## src/rtl/stb_coalesce_if.sv

```systemverilog
// Store-buffer port bundle: store request, load lookup/forwarding, and cache drain.
// The slave side is the buffer; the master side is the pipeline/cache driving it.
interface stb_coalesce_if #(
    parameter int N_LINES   = 4,
    parameter int VA_WIDTH  = 32,
    parameter int REG_WIDTH = 32
);
    localparam int BYTES = REG_WIDTH / 8;
    localparam int CW    = $clog2(N_LINES) + 1;

    logic                 i_st_enable;
    logic [1:0]           i_st_size;
    logic [VA_WIDTH-1:0]  i_st_addr;
    logic [REG_WIDTH-1:0] i_st_data;
    logic                 o_st_stall;
    logic                 o_st_misaligned;

    logic                 i_ld_enable;
    logic [1:0]           i_ld_size;
    logic                 i_ld_unsigned;
    logic [VA_WIDTH-1:0]  i_ld_addr;
    logic                 o_fwd_hit;
    logic                 o_fwd_partial;
    logic [REG_WIDTH-1:0] o_fwd_data;

    logic                 o_drain_valid;
    logic [VA_WIDTH-1:0]  o_drain_addr;
    logic [REG_WIDTH-1:0] o_drain_data;
    logic [BYTES-1:0]     o_drain_mask;
    logic                 i_drain_ready;

    logic [CW-1:0]        o_count;
    logic                 o_empty;

    modport slave (
        input  i_st_enable, i_st_size, i_st_addr, i_st_data,
        output o_st_stall, o_st_misaligned,
        input  i_ld_enable, i_ld_size, i_ld_unsigned, i_ld_addr,
        output o_fwd_hit, o_fwd_partial, o_fwd_data,
        output o_drain_valid, o_drain_addr, o_drain_data, o_drain_mask,
        input  i_drain_ready,
        output o_count, o_empty
    );

    modport master (
        output i_st_enable, i_st_size, i_st_addr, i_st_data,
        input  o_st_stall, o_st_misaligned,
        output i_ld_enable, i_ld_size, i_ld_unsigned, i_ld_addr,
        input  o_fwd_hit, o_fwd_partial, o_fwd_data,
        input  o_drain_valid, o_drain_addr, o_drain_data, o_drain_mask,
        output i_drain_ready,
        input  o_count, o_empty
    );
endinterface

```

## src/rtl/stb_coalesce.sv

```systemverilog
// Coalescing store buffer: word-granular circular queue with byte masks, merging into
// the youngest entry, byte-accurate load forwarding and in-order drain that yields to loads.
module stb_coalesce #(
    parameter int N_LINES   = 4,
    parameter int VA_WIDTH  = 32,
    parameter int REG_WIDTH = 32
) (
    input  logic clk,
    input  logic rst,
    stb_coalesce_if.slave bus
);
    localparam int BYTES = REG_WIDTH / 8;
    localparam int OFF   = $clog2(BYTES);
    localparam int WA    = VA_WIDTH - OFF;
    localparam int PW    = $clog2(N_LINES);
    localparam int CW    = PW + 1;

    logic [N_LINES-1:0]   valid_reg;
    logic [WA-1:0]        waddr_reg [N_LINES];
    logic [REG_WIDTH-1:0] data_reg  [N_LINES];
    logic [BYTES-1:0]     mask_reg  [N_LINES];
    logic [PW-1:0]        head_reg, tail_reg;
    logic [CW-1:0]        count_reg, count_next;

    function automatic logic [BYTES-1:0] size_mask(input logic [1:0] size);
        logic [BYTES-1:0] m;
        m = '0;
        for (int b = 0; b < BYTES; b++)
            if (b < (1 << size)) m[b] = 1'b1;
        return m;
    endfunction

    function automatic logic access_bad(input logic [1:0] size, input logic [2:0] lo);
        logic [2:0] align;
        case (size)
            2'd0:    align = 3'b000;
            2'd1:    align = 3'b001;
            2'd2:    align = 3'b011;
            default: align = 3'b111;
        endcase
        return ((size == 2'd3) && (REG_WIDTH == 32)) || (|(lo & align));
    endfunction

    function automatic logic [REG_WIDTH-1:0] lane_expand(input logic [BYTES-1:0] m);
        logic [REG_WIDTH-1:0] e;
        for (int b = 0; b < BYTES; b++) e[b*8 +: 8] = {8{m[b]}};
        return e;
    endfunction

    // ---------------- store path ----------------
    logic [OFF-1:0]       st_off;
    logic [WA-1:0]        st_waddr;
    logic                 st_bad, st_ok;
    logic [BYTES-1:0]     st_mask;
    logic [REG_WIDTH-1:0] st_data_sh, st_wmask;
    logic [PW-1:0]        youngest;
    logic                 drain_valid, drain_fire, full;
    logic                 coalesce_hit, do_coalesce, do_alloc;

    assign st_off     = bus.i_st_addr[OFF-1:0];
    assign st_waddr   = bus.i_st_addr[VA_WIDTH-1:OFF];
    assign st_bad     = access_bad(bus.i_st_size, bus.i_st_addr[2:0]);
    assign st_ok      = bus.i_st_enable && !st_bad;
    assign st_mask    = size_mask(bus.i_st_size) << st_off;
    assign st_data_sh = bus.i_st_data << {st_off, 3'b000};
    assign st_wmask   = lane_expand(st_mask);
    assign youngest   = tail_reg - PW'(1);

    assign drain_valid = (count_reg != '0) && !bus.i_ld_enable;
    assign drain_fire  = drain_valid && bus.i_drain_ready;
    assign full        = (count_reg == CW'(N_LINES));

    // The head entry may be on the cache port this cycle; merging into it would tear the write.
    assign coalesce_hit = (count_reg != '0) && (waddr_reg[youngest] == st_waddr)
                          && !((youngest == head_reg) && drain_valid);
    assign do_coalesce  = st_ok && coalesce_hit;
    assign do_alloc     = st_ok && !coalesce_hit && !full;

    assign bus.o_st_stall      = st_ok && !coalesce_hit && full;
    assign bus.o_st_misaligned = bus.i_st_enable && st_bad;

    always_comb begin
        count_next = count_reg;
        if (do_alloc && !drain_fire)
            count_next = count_reg + CW'(1);
        else if (!do_alloc && drain_fire)
            count_next = count_reg - CW'(1);
    end

    always_ff @(posedge clk) begin
        if (rst) begin
            valid_reg <= '0;
            head_reg  <= '0;
            tail_reg  <= '0;
            count_reg <= '0;
        end else begin
            if (do_coalesce) begin
                data_reg[youngest] <= (data_reg[youngest] & ~st_wmask) | (st_data_sh & st_wmask);
                mask_reg[youngest] <= mask_reg[youngest] | st_mask;
            end
            if (do_alloc) begin
                valid_reg[tail_reg] <= 1'b1;
                waddr_reg[tail_reg] <= st_waddr;
                data_reg[tail_reg]  <= st_data_sh & st_wmask;
                mask_reg[tail_reg]  <= st_mask;
                tail_reg            <= tail_reg + PW'(1);
            end
            if (drain_fire) begin
                valid_reg[head_reg] <= 1'b0;
                head_reg            <= head_reg + PW'(1);
            end
            count_reg <= count_next;
        end
    end

    // ---------------- load forwarding ----------------
    logic [OFF-1:0]       ld_off;
    logic [WA-1:0]        ld_waddr;
    logic                 ld_ok, fwd_hit;
    logic [BYTES-1:0]     ld_mask, lane_found, supplied;
    logic [N_LINES-1:0]   ent_match;
    logic [REG_WIDTH-1:0] fwd_word, fwd_sh, fwd_ext;
    logic [PW-1:0]        scan_idx;
    logic                 sign_bit;

    assign ld_off   = bus.i_ld_addr[OFF-1:0];
    assign ld_waddr = bus.i_ld_addr[VA_WIDTH-1:OFF];
    assign ld_ok    = bus.i_ld_enable && !access_bad(bus.i_ld_size, bus.i_ld_addr[2:0]);
    assign ld_mask  = size_mask(bus.i_ld_size) << ld_off;

    genvar gi;
    for (gi = 0; gi < N_LINES; gi++) begin : g_ent
        assign ent_match[gi] = valid_reg[gi] && (waddr_reg[gi] == ld_waddr);
    end

    // Scan oldest to youngest so a younger matching byte overrides an older one.
    always_comb begin
        lane_found = '0;
        fwd_word   = '0;
        scan_idx   = head_reg;
        for (int k = 0; k < N_LINES; k++) begin
            scan_idx = head_reg + PW'(k);
            for (int b = 0; b < BYTES; b++) begin
                if (ent_match[scan_idx] && mask_reg[scan_idx][b]) begin
                    lane_found[b]      = 1'b1;
                    fwd_word[b*8 +: 8] = data_reg[scan_idx][b*8 +: 8];
                end
            end
        end
    end

    assign supplied = lane_found & ld_mask;
    assign fwd_hit  = ld_ok && (supplied == ld_mask);
    assign fwd_sh   = fwd_word >> {ld_off, 3'b000};

    always_comb begin
        case (bus.i_ld_size)
            2'd0:    sign_bit = fwd_sh[7];
            2'd1:    sign_bit = fwd_sh[15];
            2'd2:    sign_bit = fwd_sh[31];
            default: sign_bit = fwd_sh[REG_WIDTH-1];
        endcase
        sign_bit = sign_bit && !bus.i_ld_unsigned;
        fwd_ext  = '0;
        for (int i = 0; i < REG_WIDTH; i++)
            fwd_ext[i] = (i < (8 << bus.i_ld_size)) ? fwd_sh[i] : sign_bit;
    end

    assign bus.o_fwd_hit     = fwd_hit;
    assign bus.o_fwd_partial = ld_ok && (|supplied) && !fwd_hit;
    assign bus.o_fwd_data    = fwd_hit ? fwd_ext : '0;

    // ---------------- drain port and status ----------------
    assign bus.o_drain_valid = drain_valid;
    assign bus.o_drain_addr  = drain_valid ? {waddr_reg[head_reg], {OFF{1'b0}}} : '0;
    assign bus.o_drain_data  = drain_valid ? data_reg[head_reg] : '0;
    assign bus.o_drain_mask  = drain_valid ? mask_reg[head_reg] : '0;
    assign bus.o_count       = count_reg;
    assign bus.o_empty       = (count_reg == '0);
endmodule

```

## src/flat_wrapper.sv

```systemverilog
// flat-port wrapper written by rule: the top's interface ports become plain ports
module stb_coalesce_flat 
#(
    parameter int N_LINES   = 4,
    parameter int VA_WIDTH  = 32,
    parameter int REG_WIDTH = 32
)
  (clk, rst, bus_i_st_enable, bus_i_st_size, bus_i_st_addr, bus_i_st_data, bus_o_st_stall, bus_o_st_misaligned, bus_i_ld_enable, bus_i_ld_size, bus_i_ld_unsigned, bus_i_ld_addr, bus_o_fwd_hit, bus_o_fwd_partial, bus_o_fwd_data, bus_o_drain_valid, bus_o_drain_addr, bus_o_drain_data, bus_o_drain_mask, bus_i_drain_ready, bus_o_count, bus_o_empty);
  stb_coalesce_if #(.N_LINES(N_LINES), .VA_WIDTH(VA_WIDTH), .REG_WIDTH(REG_WIDTH)) bus_i ();
  input  logic clk;
  input  logic rst;
  input wire logic [$bits(bus_i.i_st_enable)-1:0] bus_i_st_enable;
  input wire logic [$bits(bus_i.i_st_size)-1:0] bus_i_st_size;
  input wire logic [$bits(bus_i.i_st_addr)-1:0] bus_i_st_addr;
  input wire logic [$bits(bus_i.i_st_data)-1:0] bus_i_st_data;
  output wire logic [$bits(bus_i.o_st_stall)-1:0] bus_o_st_stall;
  output wire logic [$bits(bus_i.o_st_misaligned)-1:0] bus_o_st_misaligned;
  input wire logic [$bits(bus_i.i_ld_enable)-1:0] bus_i_ld_enable;
  input wire logic [$bits(bus_i.i_ld_size)-1:0] bus_i_ld_size;
  input wire logic [$bits(bus_i.i_ld_unsigned)-1:0] bus_i_ld_unsigned;
  input wire logic [$bits(bus_i.i_ld_addr)-1:0] bus_i_ld_addr;
  output wire logic [$bits(bus_i.o_fwd_hit)-1:0] bus_o_fwd_hit;
  output wire logic [$bits(bus_i.o_fwd_partial)-1:0] bus_o_fwd_partial;
  output wire logic [$bits(bus_i.o_fwd_data)-1:0] bus_o_fwd_data;
  output wire logic [$bits(bus_i.o_drain_valid)-1:0] bus_o_drain_valid;
  output wire logic [$bits(bus_i.o_drain_addr)-1:0] bus_o_drain_addr;
  output wire logic [$bits(bus_i.o_drain_data)-1:0] bus_o_drain_data;
  output wire logic [$bits(bus_i.o_drain_mask)-1:0] bus_o_drain_mask;
  input wire logic [$bits(bus_i.i_drain_ready)-1:0] bus_i_drain_ready;
  output wire logic [$bits(bus_i.o_count)-1:0] bus_o_count;
  output wire logic [$bits(bus_i.o_empty)-1:0] bus_o_empty;
  assign bus_i.i_st_enable = bus_i_st_enable;
  assign bus_i.i_st_size = bus_i_st_size;
  assign bus_i.i_st_addr = bus_i_st_addr;
  assign bus_i.i_st_data = bus_i_st_data;
  assign bus_o_st_stall = bus_i.o_st_stall;
  assign bus_o_st_misaligned = bus_i.o_st_misaligned;
  assign bus_i.i_ld_enable = bus_i_ld_enable;
  assign bus_i.i_ld_size = bus_i_ld_size;
  assign bus_i.i_ld_unsigned = bus_i_ld_unsigned;
  assign bus_i.i_ld_addr = bus_i_ld_addr;
  assign bus_o_fwd_hit = bus_i.o_fwd_hit;
  assign bus_o_fwd_partial = bus_i.o_fwd_partial;
  assign bus_o_fwd_data = bus_i.o_fwd_data;
  assign bus_o_drain_valid = bus_i.o_drain_valid;
  assign bus_o_drain_addr = bus_i.o_drain_addr;
  assign bus_o_drain_data = bus_i.o_drain_data;
  assign bus_o_drain_mask = bus_i.o_drain_mask;
  assign bus_i.i_drain_ready = bus_i_drain_ready;
  assign bus_o_count = bus_i.o_count;
  assign bus_o_empty = bus_i.o_empty;
  stb_coalesce #(.N_LINES(N_LINES), .VA_WIDTH(VA_WIDTH), .REG_WIDTH(REG_WIDTH)) u_core (.clk(clk), .rst(rst), .bus(bus_i));
endmodule
```

## config.mk

```make
export PLATFORM = sky130hd
export DESIGN_NAME = stb_coalesce_flat
export DESIGN_NICKNAME = d
export VERILOG_FILES = /design/src/rtl/stb_coalesce_if.sv /design/src/rtl/stb_coalesce.sv /design/src/flat_wrapper.sv
export SDC_FILE = /design/constraint.sdc
export NUM_CORES = 1
export LEC_CHECK = 0
export CAP_MARGIN = 20
export CELL_PAD_IN_SITES_DETAIL_PLACEMENT = 0
export CELL_PAD_IN_SITES_GLOBAL_PLACEMENT = 1
export CORE_MARGIN = 1.5
export CORE_UTILIZATION = 41
export CTS_BUF_LIST = sky130_fd_sc_hd__clkbuf_4
export CTS_CLUSTER_DIAMETER = 120
export DETAILED_ROUTE_END_ITERATION = 8
export GPL_TIMING_DRIVEN = 0
export PLACE_DENSITY = 0.74
export SYNTH_ARGS = -nofsm -noshare
export SYNTH_HDL_FRONTEND = slang
export SYNTH_SLANG_ARGS = --single-unit
export TNS_END_PERCENT = 1
```

## constraint.sdc

```tcl
create_clock -name clk -period 7.15 [get_ports clk]
set_input_delay 0.715 -clock clk [delete_from_list [all_inputs] [get_ports clk]]
set_output_delay 0.715 -clock clk [all_outputs]
set_load 0.1 [all_outputs]
```

==> results.tsv <==
stage	metric	value	unit
layout	Post-Layout Cell Count	2725	
cts	Inserted Clock Buffers	80	
timing	post-route clock period utilization	97.9	%
yosys	Distinct cells, synth	81	
grt	first-pass GRT wire length	122000	um
yosys	Yosys reg bits	277	
yosys	ys async rst share	0	%
layout	share of cells above drive strength 1	28.9	%
timing	min cycle time layout	7.00	ns
layout	Finished Cell Area	0.0254	sq mm
floorplanning	die area	0.0533	sq mm
timing	Worst slew margin	23.7	%
grt	largest net degree at the start of global routing	28	
layout	nets@finish	2093	
floorplanning	initial core utilization	41.5	%
route	via/cell ratio	6.56	
yosys	YS warnings	0	
floorplanning	Die H	231	um
grt	All-Layer GR Usage	31.6	%
cts	CTS tree	done	
setup_path	CP Class	reg -> out	
placement	PortBufs	181	
cts	clk buf depth	3	
cts	# hold bufs at CTS	0	
yosys	post-synthesis cell area	0.0213	sq mm
setup_path	CP max FO	10	
pwr	maximum vdd drop	199	uV
timing	WHS	0.558	ns
yosys	ys flop type	edfxtp_1	
route	Post-route DRC	0	
yosys	Post-Syn Instances	1694	
yosys	syn avg cell area	12.6	sq um
floorplanning	FP Rows	83	
layout	Final Core Density	49.5	%
pwr	Total Power	6360	uW
placement	placed cell count	2571	
cts	clk sinks	277	
route	Iteration-0 DRC Markers	2233	
layout	max reg flops	128	
setup_path	Required @ worst endpoint	6.43	ns
setup_path	worst reg2reg startpoint	u_core.tail_reg[0]	
timing	Tightest Pin Transition	1.14	ns
pwr	Pwr Density	251	mW/mm^2
setup_path	Worst Setup End Kind	primary output	
hold_path	hold endpoint	u_core.bus.o_count[2]	
run_status	status	complete, no violations	
setup_path	RR Endpoint	u_core.data_reg[2][12]	
route	via count	17900	
setup_path	R2R Setup Slk	0.57	ns
floorplanning	Core ar.	0.0513	sq mm
timing	final setup violation count	0	
timing	Clock Skew	0.0529	ns
cts	worst skew pair latency	0.83	ns
timing	max-slew violation count	0	
grt	number of global-route vias before repair	17500	
cts	clock-pin slew on the worst setup and hold paths	0.07	ns
setup_path	path depth of the worst reg2reg path	21	
pwr	LEAKAGE	0.00794	uW
grt	initial antenna violation count	4	
route	WL/cell	31.0	um
setup_path	worst endpoint data arrival time	6.29	ns
route	Post-DRT Antenna Nets	0	
job	Max-Cap Viols	0	
floorplanning	I/O pins	215	
grt	total global routing overflow	0	
hold_path	Hold WC Path Type	reg -> reg	
layout	most frequent cells in the layout	edfxtp_1 (264), mux4_2 (240), clkdlybuf4s50_1 (146), xnor2_1 (135), clkbuf_4 (126)	
timing	endpoints failing hold	0	
route	router iterations before antenna repair	5	
cts	Root Buffer	clkbuf_4	
setup_path	critical path launch point type	register	
yosys	post-synthesis sequential area ratio	38.5	%
placement	placed inst area	0.0242	sq mm
layout	commonest non-fill, non-tap cell in the layout	edfxtp_1	
layout	Area growth, synth to finish	19.3	%
floorplanning	Die X	231	um
placement	RD Place Congestion	0.977	
yosys	number of flops mapped to enable cells by yosys	264	
route	Routed WL	84300	um
hold_path	worst hold start	u_core.bus.o_count[2]	
timing	Peak Freq	143	MHz
hold_path	hold depth	2	
placement	post-DP HPWL	65700	um
layout	FILL cells	4645	
cts	# H-tree levels	3	
## report_power, final
group | switching [uW] | internal (uW) | total (uW)
logic | 1930 | 948 | 2880
clock network | 732 | 819 | 1550
registers | 59.8 | 1870 | 1930
## stage by stage
step | TNS (ns) | worst slack, ns
2_1_floorplan | 0 | 0.0895
4_1_cts | -0.383 | -0.236
3_3_place_gp | -1133.76 | -4.42
3_5_place_dp | -766.85 | -2.22
5_1_grt | -0.0305 | -0.0133
6_report | 0 | 0.147
## cells in the mapped netlist (all sizes together) (10+ instances only)
cell	instances	share of area [%]
edfxtp	264	37
mux4	240	25
xnor2	139	5.9
nand2	109	1.9
nand4	84	2.5
buf	83	2.4
nor2	74	1.3
and2	72	2.1
a21oi	66	1.6
clkbuf	58	1.0
o21ai	55	1.3
nand3	52	1.2
inv	44	0.78
mux2i	35	1.6
nor3	28	0.78
o22ai	25	0.74
a311oi	22	0.94
a211oi	20	0.85
xor2	18	0.74
nor2b	16	0.47
nor4	16	0.75
a221oi	13	0.62
dfxtp	13	1.2
mux2	12	0.65
and4	11	0.48
or2	11	0.32
a41oi	10	0.59
## layout make-up
type / instances / area [sq um] / area share [%]
clock inverters: 26 / 153 / 0.602
well taps: 680 / 851 / 3.35
diodes: 2 / 5.00 / 0.0197
clock buffers: 122 / 916 / 3.61
plain buffers: 141 / 756 / 2.98
multi-input cells: 1233 / 12300 / 48.5
repair buffers: 200 / 2030 / 8.02
inverters: 44 / 165 / 0.651
flip-flops and latches: 277 / 8190 / 32.3
## critical path, stage by stage (launching register included)
cell and delay (ns):
edfxtp_1 0.44, xnor2_1 0.50, nand4_1 0.35, nor4_4 0.75, nand4_1 0.44, a41oi_2 0.67
nand4bb_1 0.21, a41oi_1 0.30, o21ai_1 0.35, a21oi_2 0.15, a221oi_4 0.47, buf_6 0.23
nor3_2 0.06, clkdlybuf4s18_2 0.50
## worst max path at each step
stage / from / end / slack [ns]
after floorplan: u_core.tail_reg[0] / u_core.data_reg[0][0] / 0.09
after global placement: u_core.tail_reg[0] / u_core.data_reg[0][13] / -4.42
after detailed placement: u_core.tail_reg[0] / u_core.data_reg[0][9] / -2.22
after CTS: u_core.head_reg[1] / bus_o_fwd_data[18] / -0.24
after global routing: u_core.head_reg[1] / bus_o_fwd_data[8] / -0.01
final: u_core.waddr_reg[0][21] / bus_o_fwd_data[19] / 0.15
## cell families after synthesis
logic type                 share of synthesized area [%]
AOI/OAI and AO/OA                                   9.46
and+or+nand+nor                                     12.8
other                                             0.0176
muxes                                               27.7
DFF                                                 38.5
buffers and inverters                               4.22
xor gates and xnor gates                            6.60
adders and majority gates                          0.717
## timing repair
item,4_1_cts,5_1_grt
buffers inserted,2,0
pin swaps,1,1
gates resized for setup,129,50
endpoints found under the setup margin,452,109
## metal layers
layer | part of all wire, % | GRT usage [%]
met1 | 38 | 40.3
met2 | 48 | 51.4
met3 | 9.0 | 6.48
met4 | 4.9 | 15.3
met5 | 0.051 | 0
Power figures use the tool's default switching activity.
